**config.mk**
```make
export PLATFORM = sky130hd
export DESIGN_NAME = uart_tx_scheduler
export DESIGN_NICKNAME = d
export VERILOG_FILES = /design/src/rtl/uart_pkg.sv /design/src/rtl/uart_sync_fifo.sv /design/src/rtl/uart_tx_scheduler.sv
export SDC_FILE = /design/constraint.sdc
export NUM_CORES = 1
export LEC_CHECK = 0
export ABC_CLOCK_PERIOD_IN_PS = 4200
export CAP_MARGIN = 20
export CORE_MARGIN = 3
export CORE_UTILIZATION = 30
export DETAILED_ROUTE_END_ITERATION = 7
export PLACE_DENSITY = 0.48
export RECOVER_POWER = 25
export SYNTH_ARGS = -nofsm -noshare
export SYNTH_HDL_FRONTEND = slang
export SYNTH_SLANG_ARGS = --single-unit
export TNS_END_PERCENT = 100
```
**constraint.sdc**
```tcl
create_clock -name clk -period 4.2 [get_ports clk]
set_input_delay 0.63 -clock clk [delete_from_list [all_inputs] [get_ports clk]]
set_output_delay 0.63 -clock clk [all_outputs]
set_load 0.05 [all_outputs]
```
**src/rtl/uart_pkg.sv**
```systemverilog
// Shared definitions for the UART transmit scheduler.
// Holds the sequencer state encoding, the tx_status bit-field positions,
// the data-bit clamp limits and a helper that computes frame length.
package uart_pkg;

  typedef enum logic [1:0] {
    IDLE  = 2'd0,
    LOAD  = 2'd1,
    SEND  = 2'd2,
    GUARD = 2'd3
  } state_e;

  localparam int TX_EN_BIT = 0;
  localparam int FRAME_LSB = 1;
  localparam int FRAME_MSB = 7;

  localparam logic [3:0] DATA_BITS_MIN = 4'd5;
  localparam logic [3:0] DATA_BITS_MAX = 4'd8;

  // Total bits on the line for one character: start + data + parity + stop.
  // Stop field 0x/1x maps to 1/2 stop bits, so only its upper bit matters.
  function automatic logic [3:0] frame_bits(input logic [6:0] cfg);
    logic [3:0] data_bits;
    data_bits = cfg[3:0];
    if (data_bits < DATA_BITS_MIN) begin
      data_bits = DATA_BITS_MIN;
    end else if (data_bits > DATA_BITS_MAX) begin
      data_bits = DATA_BITS_MAX;
    end
    return 4'd1 + data_bits + {3'b000, cfg[4]} + (cfg[6] ? 4'd2 : 4'd1);
  endfunction

endpackage

```
**src/rtl/uart_sync_fifo.sv**
```systemverilog
// Synchronous first-word-fall-through FIFO for queued TX bytes.
// Ports: clk, rst_n (async active-low flush), push/push_data, pop,
// pop_data (current head), full, empty, count (occupancy 0..DEPTH).
// Pushes while full and pops while empty are ignored.
module uart_sync_fifo
  import uart_pkg::*;
#(
  parameter int DEPTH  = 4,
  parameter int DATA_W = 8
) (
  input  logic                       clk,
  input  logic                       rst_n,
  input  logic                       push,
  input  logic [DATA_W-1:0]          push_data,
  input  logic                       pop,
  output logic [DATA_W-1:0]          pop_data,
  output logic                       full,
  output logic                       empty,
  output logic [$clog2(DEPTH):0]     count
);

  localparam int AW = $clog2(DEPTH);

  logic [DATA_W-1:0] mem_q [DEPTH];
  logic [AW-1:0]     wr_ptr_q, wr_ptr_d;
  logic [AW-1:0]     rd_ptr_q, rd_ptr_d;
  logic [AW:0]       count_q, count_d;
  logic              do_push, do_pop;

  assign full     = (count_q == (AW+1)'(DEPTH));
  assign empty    = (count_q == '0);
  assign count    = count_q;
  assign pop_data = mem_q[rd_ptr_q];
  assign do_push  = push & ~full;
  assign do_pop   = pop & ~empty;

  // Pointers wrap naturally because DEPTH is a power of two.
  always_comb begin
    wr_ptr_d = wr_ptr_q;
    rd_ptr_d = rd_ptr_q;
    count_d  = count_q;
    if (do_push) wr_ptr_d = wr_ptr_q + AW'(1);
    if (do_pop)  rd_ptr_d = rd_ptr_q + AW'(1);
    if (do_push && !do_pop) count_d = count_q + (AW+1)'(1);
    if (do_pop && !do_push) count_d = count_q - (AW+1)'(1);
  end

  always_ff @(posedge clk or negedge rst_n) begin
    if (!rst_n) begin
      wr_ptr_q <= '0;
      rd_ptr_q <= '0;
      count_q  <= '0;
    end else begin
      wr_ptr_q <= wr_ptr_d;
      rd_ptr_q <= rd_ptr_d;
      count_q  <= count_d;
    end
  end

  // Storage needs no reset: a flush only has to clear the pointers.
  always_ff @(posedge clk) begin
    if (do_push) mem_q[wr_ptr_q] <= push_data;
  end

endmodule

```
**src/rtl/uart_tx_scheduler.sv**
```systemverilog
// Shares one UART transmitter between two byte producers.
// Ports: clk, rst_n; enable gates new frames; cfg_frame/cfg_divisor give
// frame format and clocks per bit; req0/req1 valid/data/ready producer
// ports; thr_data and tx_status drive the transmitter; busy, fifo_count
// and frame_done report progress.
// The transmitter has no busy output, so frame timing is owned here.
module uart_tx_scheduler
  import uart_pkg::*;
#(
  parameter int DEPTH  = 4,
  parameter int DATA_W = 8,
  parameter int DIV_W  = 20
) (
  input  logic                       clk,
  input  logic                       rst_n,
  input  logic                       enable,
  input  logic [6:0]                 cfg_frame,
  input  logic [DIV_W-1:0]           cfg_divisor,
  input  logic                       req0_valid,
  input  logic [DATA_W-1:0]          req0_data,
  output logic                       req0_ready,
  input  logic                       req1_valid,
  input  logic [DATA_W-1:0]          req1_data,
  output logic                       req1_ready,
  output logic [31:0]                thr_data,
  output logic [31:0]                tx_status,
  output logic                       busy,
  output logic [$clog2(DEPTH):0]     fifo_count,
  output logic                       frame_done
);

  state_e            state_q, state_d;
  logic              prio_q, prio_d;
  logic [31:0]       thr_q, thr_d;
  logic [6:0]        frame_q, frame_d;
  logic [3:0]        fbits_q, fbits_d;
  logic [DIV_W-1:0]  div_q, div_d;
  logic [DIV_W-1:0]  cyc_q, cyc_d;
  logic [3:0]        bit_q, bit_d;

  logic              fifo_full, fifo_empty, fifo_push, fifo_pop;
  logic [DATA_W-1:0] fifo_head, push_data;
  logic              grant0, grant1, last_cyc;

  // prio_q=1 means requester 1 is favoured when both are valid.
  // full is a registered FIFO flag, so a same-cycle pop never frees a slot.
  always_comb begin
    grant0     = req0_valid & (~req1_valid | ~prio_q);
    grant1     = req1_valid & (~req0_valid |  prio_q);
    req0_ready = grant0 & ~fifo_full;
    req1_ready = grant1 & ~fifo_full;
    fifo_push  = req0_ready | req1_ready;
    push_data  = req1_ready ? req1_data : req0_data;
    prio_d     = prio_q;
    if (req0_ready) prio_d = 1'b1;
    else if (req1_ready) prio_d = 1'b0;
  end

  assign fifo_pop = (state_q == LOAD);

  uart_sync_fifo #(
    .DEPTH  (DEPTH),
    .DATA_W (DATA_W)
  ) u_fifo (
    .clk       (clk),
    .rst_n     (rst_n),
    .push      (fifo_push),
    .push_data (push_data),
    .pop       (fifo_pop),
    .pop_data  (fifo_head),
    .full      (fifo_full),
    .empty     (fifo_empty),
    .count     (fifo_count)
  );

  assign last_cyc = (cyc_q == div_q - DIV_W'(1));

  // Frame sequencer. Config is sampled only in LOAD so changes mid-frame
  // take effect on the following character.
  always_comb begin
    state_d    = state_q;
    thr_d      = thr_q;
    frame_d    = frame_q;
    fbits_d    = fbits_q;
    div_d      = div_q;
    cyc_d      = cyc_q;
    bit_d      = bit_q;
    frame_done = 1'b0;
    case (state_q)
      IDLE: begin
        if (enable && !fifo_empty) state_d = LOAD;
      end
      LOAD: begin
        thr_d   = 32'(fifo_head);
        frame_d = cfg_frame;
        fbits_d = frame_bits(cfg_frame);
        div_d   = (cfg_divisor == '0) ? DIV_W'(1) : cfg_divisor;
        cyc_d   = '0;
        bit_d   = '0;
        state_d = SEND;
      end
      SEND: begin
        if (last_cyc) begin
          cyc_d = '0;
          if (bit_q == fbits_q - 4'd1) begin
            bit_d   = '0;
            state_d = GUARD;
          end else begin
            bit_d = bit_q + 4'd1;
          end
        end else begin
          cyc_d = cyc_q + DIV_W'(1);
        end
      end
      GUARD: begin
        if (last_cyc) begin
          cyc_d      = '0;
          frame_done = 1'b1;
          state_d    = IDLE;
        end else begin
          cyc_d = cyc_q + DIV_W'(1);
        end
      end
      default: state_d = IDLE;
    endcase
  end

  always_ff @(posedge clk or negedge rst_n) begin
    if (!rst_n) begin
      state_q <= IDLE;
      prio_q  <= 1'b0;
      thr_q   <= '0;
      frame_q <= '0;
      fbits_q <= '0;
      div_q   <= DIV_W'(1);
      cyc_q   <= '0;
      bit_q   <= '0;
    end else begin
      state_q <= state_d;
      prio_q  <= prio_d;
      thr_q   <= thr_d;
      frame_q <= frame_d;
      fbits_q <= fbits_d;
      div_q   <= div_d;
      cyc_q   <= cyc_d;
      bit_q   <= bit_d;
    end
  end

  always_comb begin
    tx_status                      = '0;
    tx_status[FRAME_MSB:FRAME_LSB] = frame_q;
    tx_status[TX_EN_BIT]           = (state_q == SEND);
  end

  assign thr_data = thr_q;
  assign busy     = (state_q != IDLE);

endmodule

```
After elaboration in Yosys (flattened, before gate mapping)
Memory sizes are Yosys's and may differ from the RTL's. A register that Yosys moved wholly into a read port is not among the register bits.
Index checks and enable logic that the tools add are counted.
{"block": "word_totals", "ff_bits": 65, "ram_bits": 32, "in_bits": 48, "out_inout_bits": 71, "elab_cells": 90, "mem_count": 1}
{"name": "u_fifo.mem_q", "words": 4, "word_bits": 8, "read_ports": 1, "rd_ports_with_merged_regs": 1, "wr": 1, "line_no": "uart_sync_fifo.sv:24", "source": "logic [DATA_W-1:0] mem_q [DEPTH];"}
{"block": "op_classes", "n_addsub": 11, "magnitude_cmp": 2, "eq_ne": 10, "muxes": 24, "bitwise": 14, "n_reduce_logical": 18}
{"cell": "two-way mux 20 bit", "n": 2}
{"cell": "case mux 20 bit (2 select lines)", "n": 1}
{"cell": "adder 20 x 1 -> 20 bit, second input constant", "n": 1}
{"cell": "equality test 20 bit", "n": 1}
{"cell": "logical NOT 20 bit", "n": 1}
{"cell": "two-way mux 4 bit", "n": 5}
{"cell": "subtractor 20 x 1 -> 20 bit, second input constant", "n": 1}
{"cell": "two-way mux 2 bit", "n": 5}
{"cell": "nonzero test 2 bit", "n": 5}
{"cell": "two-way mux 8 bit", "n": 1}
{"cell": "case mux 2 bit (4 select lines)", "n": 1}
{"cell": "case mux 4 bit (2 select lines)", "n": 1}
{"cell": "AND 1 bit", "n": 6}
{"cell": "two-way mux 1 bit", "n": 6}
{"cell": "two-way mux 3 bit", "n": 2}
{"cell": "inverter 1 bit", "n": 5}
{"cell": "adder 1 x 4 -> 4 bit, first input constant", "n": 1}
{"cell": "adder 2 x 1 -> 2 bit, second input constant", "n": 2}
{"cell": "adder 4 x 1 -> 4 bit", "n": 1}
{"cell": "adder 4 x 1 -> 4 bit, second input constant", "n": 1}
{"cell": "adder 4 x 2 -> 4 bit", "n": 1}
{"cell": "equality test 2 bit, second input constant", "n": 2}
{"cell": "equality test 4 bit", "n": 1}
{"cell": "> comparator 4 bit, second input constant", "n": 1}
{"cell": "16 further kinds", "n": 25}

Logic depth before layout (Yosys ltp)
Gate-level depths: netlist of the first run.
{"block": "depth", "word_depth": 9, "ltp_mapped": 11, "mapped_depth_nobuf": 11}

By module
A second synthesis of the first run with hierarchy kept.
{"block": "unflattened", "cells_unflattened": 530, "area_unflattened_um2": 5969.5}
{"mod": "uart_tx_scheduler", "instances": 1, "cells_each": 450, "area_per_inst_um2": 4385.5, "seq_area_each_um2": 1652.8}
{"mod": "uart_sync_fifo", "instances": 1, "cells_each": 80, "area_per_inst_um2": 1584.0, "seq_area_each_um2": 1136.1}

Least setup slack after synthesis of the first run
No wires, ideal clock.
{"block": "synth_timing", "path_type": "register -> register", "start": "reg u_fifo.count_q[0] (netlist: u_fifo.count[0])", "end": "reg u_fifo.count_q[2] (netlist: u_fifo.count[2])", "setup_time_ns": 0.082, "t_arrival_ns": 3.192, "required_ns": 4.118, "setup_slack_ns": 0.926, "path_stages_with_launch": 12, "n_path_buf": 0, "period_less_slack_ns": 3.274, "cell_sequence": "dfrtp_1 inv_1 nand3_1 nand3_1 clkinv_1 nor2_1 ha_1 inv_1 fa_1 xor2_1 nor2_1 xor2_1"}
{"block": "synth_via", "elab_chain_cells": 8, "elab_cells_between_ends": 18, "cone_classes": "add/sub: 2; eq/ne: 1; mux: 2; bitwise: 7; reduce/logical: 6"}
{"item": "from (decl)", "line_no": "uart_sync_fifo.sv:27", "source": "logic [AW:0] count_q, count_d;"}
{"item": "from (signal assigned)", "line_no": "uart_sync_fifo.sv:56", "source": "count_q <= count_d;"}
{"item": "equality test 3 bit *", "line_no": "uart_sync_fifo.sv:30", "source": "assign full = (count_q == (AW+1)'(DEPTH));"}
{"item": "inverter 1 bit *", "line_no": "uart_tx_scheduler.sv:51", "source": "req1_ready = grant1 & ~fifo_full;"}
{"item": "AND 1 bit *", "line_no": "uart_tx_scheduler.sv:51"}
{"item": "via req1_ready", "line_no": "uart_tx_scheduler.sv:24", "source": "output logic req1_ready,"}
{"item": "bitwise OR 1 bit *", "line_no": "uart_tx_scheduler.sv:52", "source": "fifo_push = req0_ready | req1_ready;"}
{"item": "AND 1 bit *", "line_no": "uart_sync_fifo.sv:34", "source": "assign do_push = push & ~full;"}
{"item": "logical NOT 1 bit", "line_no": "uart_sync_fifo.sv:45", "source": "if (do_pop && !do_push) count_d = count_q - (AW+1)'(1);"}
{"item": "logical AND 1 bit", "line_no": "uart_sync_fifo.sv:45"}
{"item": "two-way mux 3 bit or nonzero test 2 bit (tied branches)"}
Mark *: on every way through the listed nets, which the timed path passes. The rest lies on a longest branch. The select of a mux whose other input is x is not followed.
A chain may end at the register's enable or synchronous reset.

Worst setup path after layout of the first run
{"block": "layout_timing", "start": "reg div_q[1]", "end": "out frame_done"}
{"block": "layout_via", "elab_chain_cells": 4}
{"item": "from (decl)", "line_no": "uart_tx_scheduler.sv:37", "source": "logic [DIV_W-1:0] div_q, div_d;"}
{"item": "from (signal assigned)", "line_no": "uart_tx_scheduler.sv:144", "source": "div_q <= div_d;"}
{"item": "subtractor 20 x 1 -> 20 bit", "line_no": "uart_tx_scheduler.sv:76", "source": "assign last_cyc = (cyc_q == div_q - DIV_W'(1));"}
{"item": "equality test 20 bit", "line_no": "uart_tx_scheduler.sv:76"}
{"item": "two-way mux 1 bit", "line_no": "uart_tx_scheduler.sv:116", "source": "if (last_cyc) begin"}
{"item": "two-way mux 1 bit", "line_no": "uart_tx_scheduler.sv:89", "source": "case (state_q)"}
{"item": "to (decl)", "line_no": "uart_tx_scheduler.sv:29", "source": "output logic frame_done"}
No other way between the ends.

==> reports/qor.yml, run 1 <==
dieArea_mm2: 0.0219
slowest_stage: "nor4b_2"
clk_pin_slew_ns: 0.07
crit_fanout: 7
cts-root-buf: "clkbuf_16"
endpoint_kind: "output port"
drc: 0
die_w_um: 148
cts_num_sinks: 105
synthTopCellsByArea: "dfrtp_1, edfxtp_1, mux2_2, buf_4, xor2_1"
ctsHtreeMaxLevel: 3
drtIter0Drc: 163
vdd_drop_max_uv: 215
yosysSeqAreaShare_pct: 46.1
first_pass_iters: 5
ys_top_cells_by_count: "dfrtp_1, nand2_1, buf_4"
drive_gt1_share_pct: 12.0
hold_buffers: 0
ys_types: 64
clkLatencyLatePin_ns: 0.35
grt_max_degree: 74
tightest_slew_ns: 1.35
ys_ff_latch: 105
synth-edff-count: 32
track_usage_pct: 13.0
initial_core_util_pct: 30.8
fin_crit_ns: 3.70
netlist_instances: 562
avgRoutedWirePerCell_um: 15.4
cts_tree: "built"
dpl.hpwl_um: 10400
worstPathArrival_ns: 3.07
hold_class: "flip-flop to flip-flop"
power.leakage_nw: 2.88
synth_top_area_cell: "dfrtp_1"
max_freq_mhz: 271
drt-total-wl_um: 13800
fin_cells: 899
final_hold_viol_count: 0
async_flop_share_pct: 69.5
synthFlopType: "dfrtp_1"
antenna_found_initial: 0
vias_per_cell: 4.58
syn_area_mm2: 0.00605
critical_path_required_ns: 3.57
placement.io_buffers: 70
core_area_mm2: 0.0197
first_global_vias: 4325
yosysMostFrequentCell: "dfrtp_1"
report.power.total_mw: 2.85
finalMaxSlewViolations: 0
num_antenna_cells: 0
syn_to_final_growth_pct: 17.7
chipHeight_um: 148
ctsLongestPathBuffers: 2
num-fill-cells: 1982
skew_ns: 0.0120
cp_cell_sequence: "inv_1, ha_1, nor4b_2, a31oi_1, a221oi_1, nor3_1, nor4_2, and3_1, buf_4"
finalCritPeriodShare_pct: 88.0
io_pins: 119
yosysWarnings: 0
setup_tns_ns: 0
grt_pass1_wl_um: 22400
gr-total-overflow: 0
status: "completed"
p_per_area_mw_per_mm2: 400
rows: 51
grt_setup_unrepaired: "no"
yosysTopAreaCellShare_pct: 29.8
numCtsBuffers: 9
start_kind: "flip-flop"
critPathKind: "flip-flop to output port"
cap_violations: 0
place_inst: 881
critPathMaxStageDelay_ns: 0.62
vias: 4114
drtAntennaViolNets: 0
avgSynthCellArea_um2: 10.8
postCtsResizedCells: 0
slew_headroom_pct: 10.0
cts_setup_buffers: 0
finalNetCount: 698
setup_viol: 0
place_congestion: 0.831
[logic make-up (layout without fill, tap and decap cells)]
family | Yosys count | count (layout) | share of synthesized area, %
AOI/OAI and AO/OA | 53 | 53 | 5.94
xor gates and xnor gates | 59 | 59 | 8.54
adders and majority gates | 21 | 21 | 4.59
buffers and inverters | 91 | 116 | 8.75
DFF | 105 | 105 | 46.1
muxes | 45 | 45 | 9.82
other | 1 | 48 | 0.0620
and+or+nand+nor | 187 | 187 | 16.2
[critical path, delay by kind of cell (launching register included)]
kind | cells | cell delay, ns
and+or+nand+nor | 4 | 1.25
AOI/OAI and AO/OA | 2 | 0.50
DFF | 1 | 0.40
adders and majority gates | 1 | 0.28
buffers and inverters | 2 | 0.27
[per-stage QoR]
stage          utilization, %  setup slack [ns]  hold WS [ns]  area (µm²)
3_5_place_dp             34.8             0.672         0.495        6840
4_1_cts                  36.2             0.447         0.488        7110
3_3_place_gp             34.8             0.830         0.480        6840
2_1_floorplan               -             0.926         0.334        6230
6_report                 36.2             0.505         0.508        7120
5_1_grt                  36.2             0.202         0.526        7120
[routing by layer]
layer / up-vias / global-route usage [%] / wire, µm / share of wire, %
li1: 2001 / - / - / -
met5: - / 0 / 0 / 0
met4: 0 / 3.09 / 146 / 1.1
met3: 12 / 3.46 / 665 / 4.8
met1: 2000 / 15.8 / 5980 / 43
met2: 101 / 22.9 / 7010 / 51
[placed cells by master (no fill, tap or decap), types with 3 or more instances in the layout]
master           instances
nor4_1                  10
and3_1                   7
dfrtp_1                 72
xor2_1                  30
clkbuf_16                9
nand4_1                  7
edfxtp_1                32
nand3_1                 19
nor2_1                  38
clkdlybuf4s50_1         68
o211ai_1                 3
nand2_1                 55
xnor2_1                 29
o21ai_1                  7
inv_1                   26
nor3_1                  14
nand2b_1                 4
ha_1                    18
mux4_2                   8
conb_1                  48
a21oi_1                  6
a31oi_1                  4
or3_1                    6
nor2b_1                  7
o21ai_0                 12
mux2_2                  34
a21o_1                   4
[state kept, by name, summed over array words and instances, names as in the netlist]
register         count
u_fifo.mem_q        32
thr_data             8
fbits_q              4
u_fifo.count         3
bit_q                4
u_fifo.wr_ptr_q      2
div_q               20
state_q              2
frame_q              7
prio_q               1
u_fifo.rd_ptr_q      2
cyc_q               20
[where the power goes]
| group | internal, mW | switching, mW | total (mW) |
|---|---|---|---|
| registers | 1.24 | 0.0968 | 1.34 |
| logic | 0.249 | 0.454 | 0.703 |
| clock network | 0.408 | 0.398 | 0.806 |
| total | 1.90 | 0.949 | 2.85 |
[area by class of cell]
type                            count  area (µm²)  share of cell area (%)
Clock buffer                        9         225                    3.16
Tap cell                          265         332                    4.66
Multi-Input combinational cell    413        2910                    40.9
Sequential cell                   105        2790                    39.2
Clock inverter                      7        51.3                   0.721
Timing Repair Buffer               73         709                    9.97
Inverter                           27         101                    1.42
[final timing paths]
check	startpoint	to	slack (ns)	cells after the start
worst min register to register	frame_q[5]$_DFFE_PN0P_	frame_q[5]$_DFFE_PN0P_	0.51	1
worst min-delay path	frame_q[5]$_DFFE_PN0P_	frame_q[5]$_DFFE_PN0P_	0.51	1
worst max-delay path	div_q[1]$_DFFE_PN0P_	frame_done	0.50	9
min in group asynchronous	rst_n	div_q[4]$_DFFE_PN0P_	0.57	1
max in group asynchronous	rst_n	cyc_q[15]$_DFFE_PN0N_	1.64	2
worst max register to register	div_q[1]$_DFFE_PN0P_	bit_q[3]$_DFFE_PN0P_	0.91	10
(Power assumes the default switching activity.)
==> inputs of run 2 (changes only) <==
--- a/config.mk
+++ b/config.mk
@@ -7,6 +7,7 @@
 export LEC_CHECK = 0
 export ABC_CLOCK_PERIOD_IN_PS = 4200
 export CAP_MARGIN = 20
+export CORE_ASPECT_RATIO = 2
 export CORE_MARGIN = 3
 export CORE_UTILIZATION = 30
 export DETAILED_ROUTE_END_ITERATION = 7
==> run 2 against run 1 <==
Net effect:
- the run now ends with max-capacitance violations, max-slew violations left
- clock power is 12% higher
- wire length is 3.7% higher
- register-to-register slack better by 0.04 ns
- critical path type unchanged
- highest routed layer unchanged
==> reports/qor.yml, run 2 (synthesis gave the netlist of run 1 again) <==
cts_num_sinks: 105
slew_headroom_pct: -0.167
rows: 72
vias: 4164
skew_ns: 0.0112
placement.io_buffers: 70
clk_pin_slew_ns: 0.08
numCtsBuffers: 9
cp_common_cell: "and3_1"
max_freq_mhz: 272
grt_max_degree: 74
first_pass_iters: 4
vias_per_cell: 4.66
grt_setup_unrepaired: "no"
place_congestion: 0.894
finalNetCount: 699
status: "finished, violations left"
r2r_cells: 10
clkLatencyLatePin_ns: 0.35
endpoint_kind: "output port"
antenna_found_initial: 0
drtIter0Drc: 126
drc: 0
final_hold_viol_count: 0
dpl.hpwl_um: 11000
cts_tree: "built"
placed_cell_area_mm2: 0.00685
power.leakage_nw: 2.90
cts-root-buf: "clkbuf_16"
report.power.total_mw: 2.95
crit_fanout: 6
vdd_drop_max_uv: 335
io_pins: 119
dieArea_mm2: 0.0220
die_w_um: 106
num_antenna_cells: 0
hold_class: "primary input to asynchronous set/reset pin"
num-fill-cells: 1991
ctsHtreeMaxLevel: 3
ctsLongestPathBuffers: 2
finalCritPeriodShare_pct: 87.5
design_area_mm2: 0.00717
holdWs_ns: 0.428
worstPathArrival_ns: 3.04
regMostFlops: "u_fifo.mem_q"
fin_crit_ns: 3.67
drtAntennaViolNets: 0
final_common_cell: "dfrtp_1"
avgRoutedWirePerCell_um: 16.0
first_global_vias: 4354
start_kind: "flip-flop"
grt_pass1_wl_um: 22300
setup_tns_ns: 0
tightest_slew_ns: 1.50
critical_path_required_ns: 3.57
setup_viol: 0
cap_violations: 1
drive_gt1_share_pct: 12.3
cp_cell_sequence: "inv_1, ha_1, or4b_4, nor4_2, mux2_1, mux2i_1, and3_1, and3_1, buf_4"
cts_setup_buffers: 0
syn_to_final_growth_pct: 18.5
initial_core_util_pct: 30.9
violations: "max-capacitance violations, max-slew violations"
dp_slack_ns: 0.788
p_per_area_mw_per_mm2: 412
postCtsResizedCells: 0
track_usage_pct: 13.2
critPathKind: "flip-flop to output port"
slowest_stage: "or4b_4"
chipHeight_um: 207
hold_buffers: 0
finalMaxSlewViolations: 34
gr-total-overflow: 0
largest_reg_flops: 32
top_regs: "u_fifo.mem_q (32), cyc_q (20), div_q (20)"
layout_common_cells: "dfrtp_1, clkdlybuf4s50_1, nand2_1"
setup_ws_ns: 0.525
critPathMaxStageDelay_ns: 0.55
core_area_mm2: 0.0195
drt-total-wl_um: 14300
[run 2: cell count changes in the layout (fill, tap and decap cells not counted), sizes merged]
cell,previous run,this run
clkinv,5,3
buf,2,3
clkdlybuf4s18,0,1
clkinvlp,0,1
bufinv,0,1
clkbuf,12,11
[run 2: metal layers]
metal	GRT usage, %	up-vias	part of all wire [%]
li1	-	2000	-
met1	12.4	2036	34
met2	26.5	102	58
met3	2.21	26	3.6
met4	6.81	0	4.2
met5	0	-	0
[run 2: final timing paths]
check / from / to / slack, ns
setup / recovery: div_q[1]$_DFFE_PN0P_ / frame_done / 0.53
hold / removal: rst_n / div_q[2]$_DFFE_PN0P_ / 0.43
setup reg to reg: div_q[1]$_DFFE_PN0P_ / bit_q[2]$_DFFE_PN0P_ / 0.95
hold reg to reg: frame_q[3]$_DFFE_PN0P_ / frame_q[3]$_DFFE_PN0P_ / 0.51
max in group asynchronous: rst_n / thr_data[4]$_DFFE_PN0P_ / 1.75
min in group clk: frame_q[3]$_DFFE_PN0P_ / frame_q[3]$_DFFE_PN0P_ / 0.51
[run 2: area by class of cell]
class / count / area (µm²) / area share (%)
clock inverter: 7 / 98.8 / 1.38
timing repair buffer: 74 / 722 / 10.1
tap: 259 / 324 / 4.52
inverter: 27 / 101 / 1.41
clock buffer: 9 / 225 / 3.14
multi-input combinational: 413 / 2910 / 40.6
sequential: 105 / 2790 / 38.9
[run 2: power by group]
| group | internal, mW | switching [mW] |
|---|---|---|
| clock | 0.482 | 0.424 |
| combinational | 0.255 | 0.458 |
| sequential | 1.24 | 0.0950 |
[run 2: through the flow]
step                      utilization (%)  cells
after floorplan                         -    609
final                                36.7    894
after CTS                            36.7    893
after global placement               35.0    876
after global routing                 36.7    894
after detailed placement             35.0    877
[run 2: critical path: cells and delay by family (launching register included)]
kind          cells  cell delay, ns
fa+ha+maj         1            0.25
buf+inv           2            0.27
flops             1            0.41
mux               2            0.57
simple gates      4            1.20
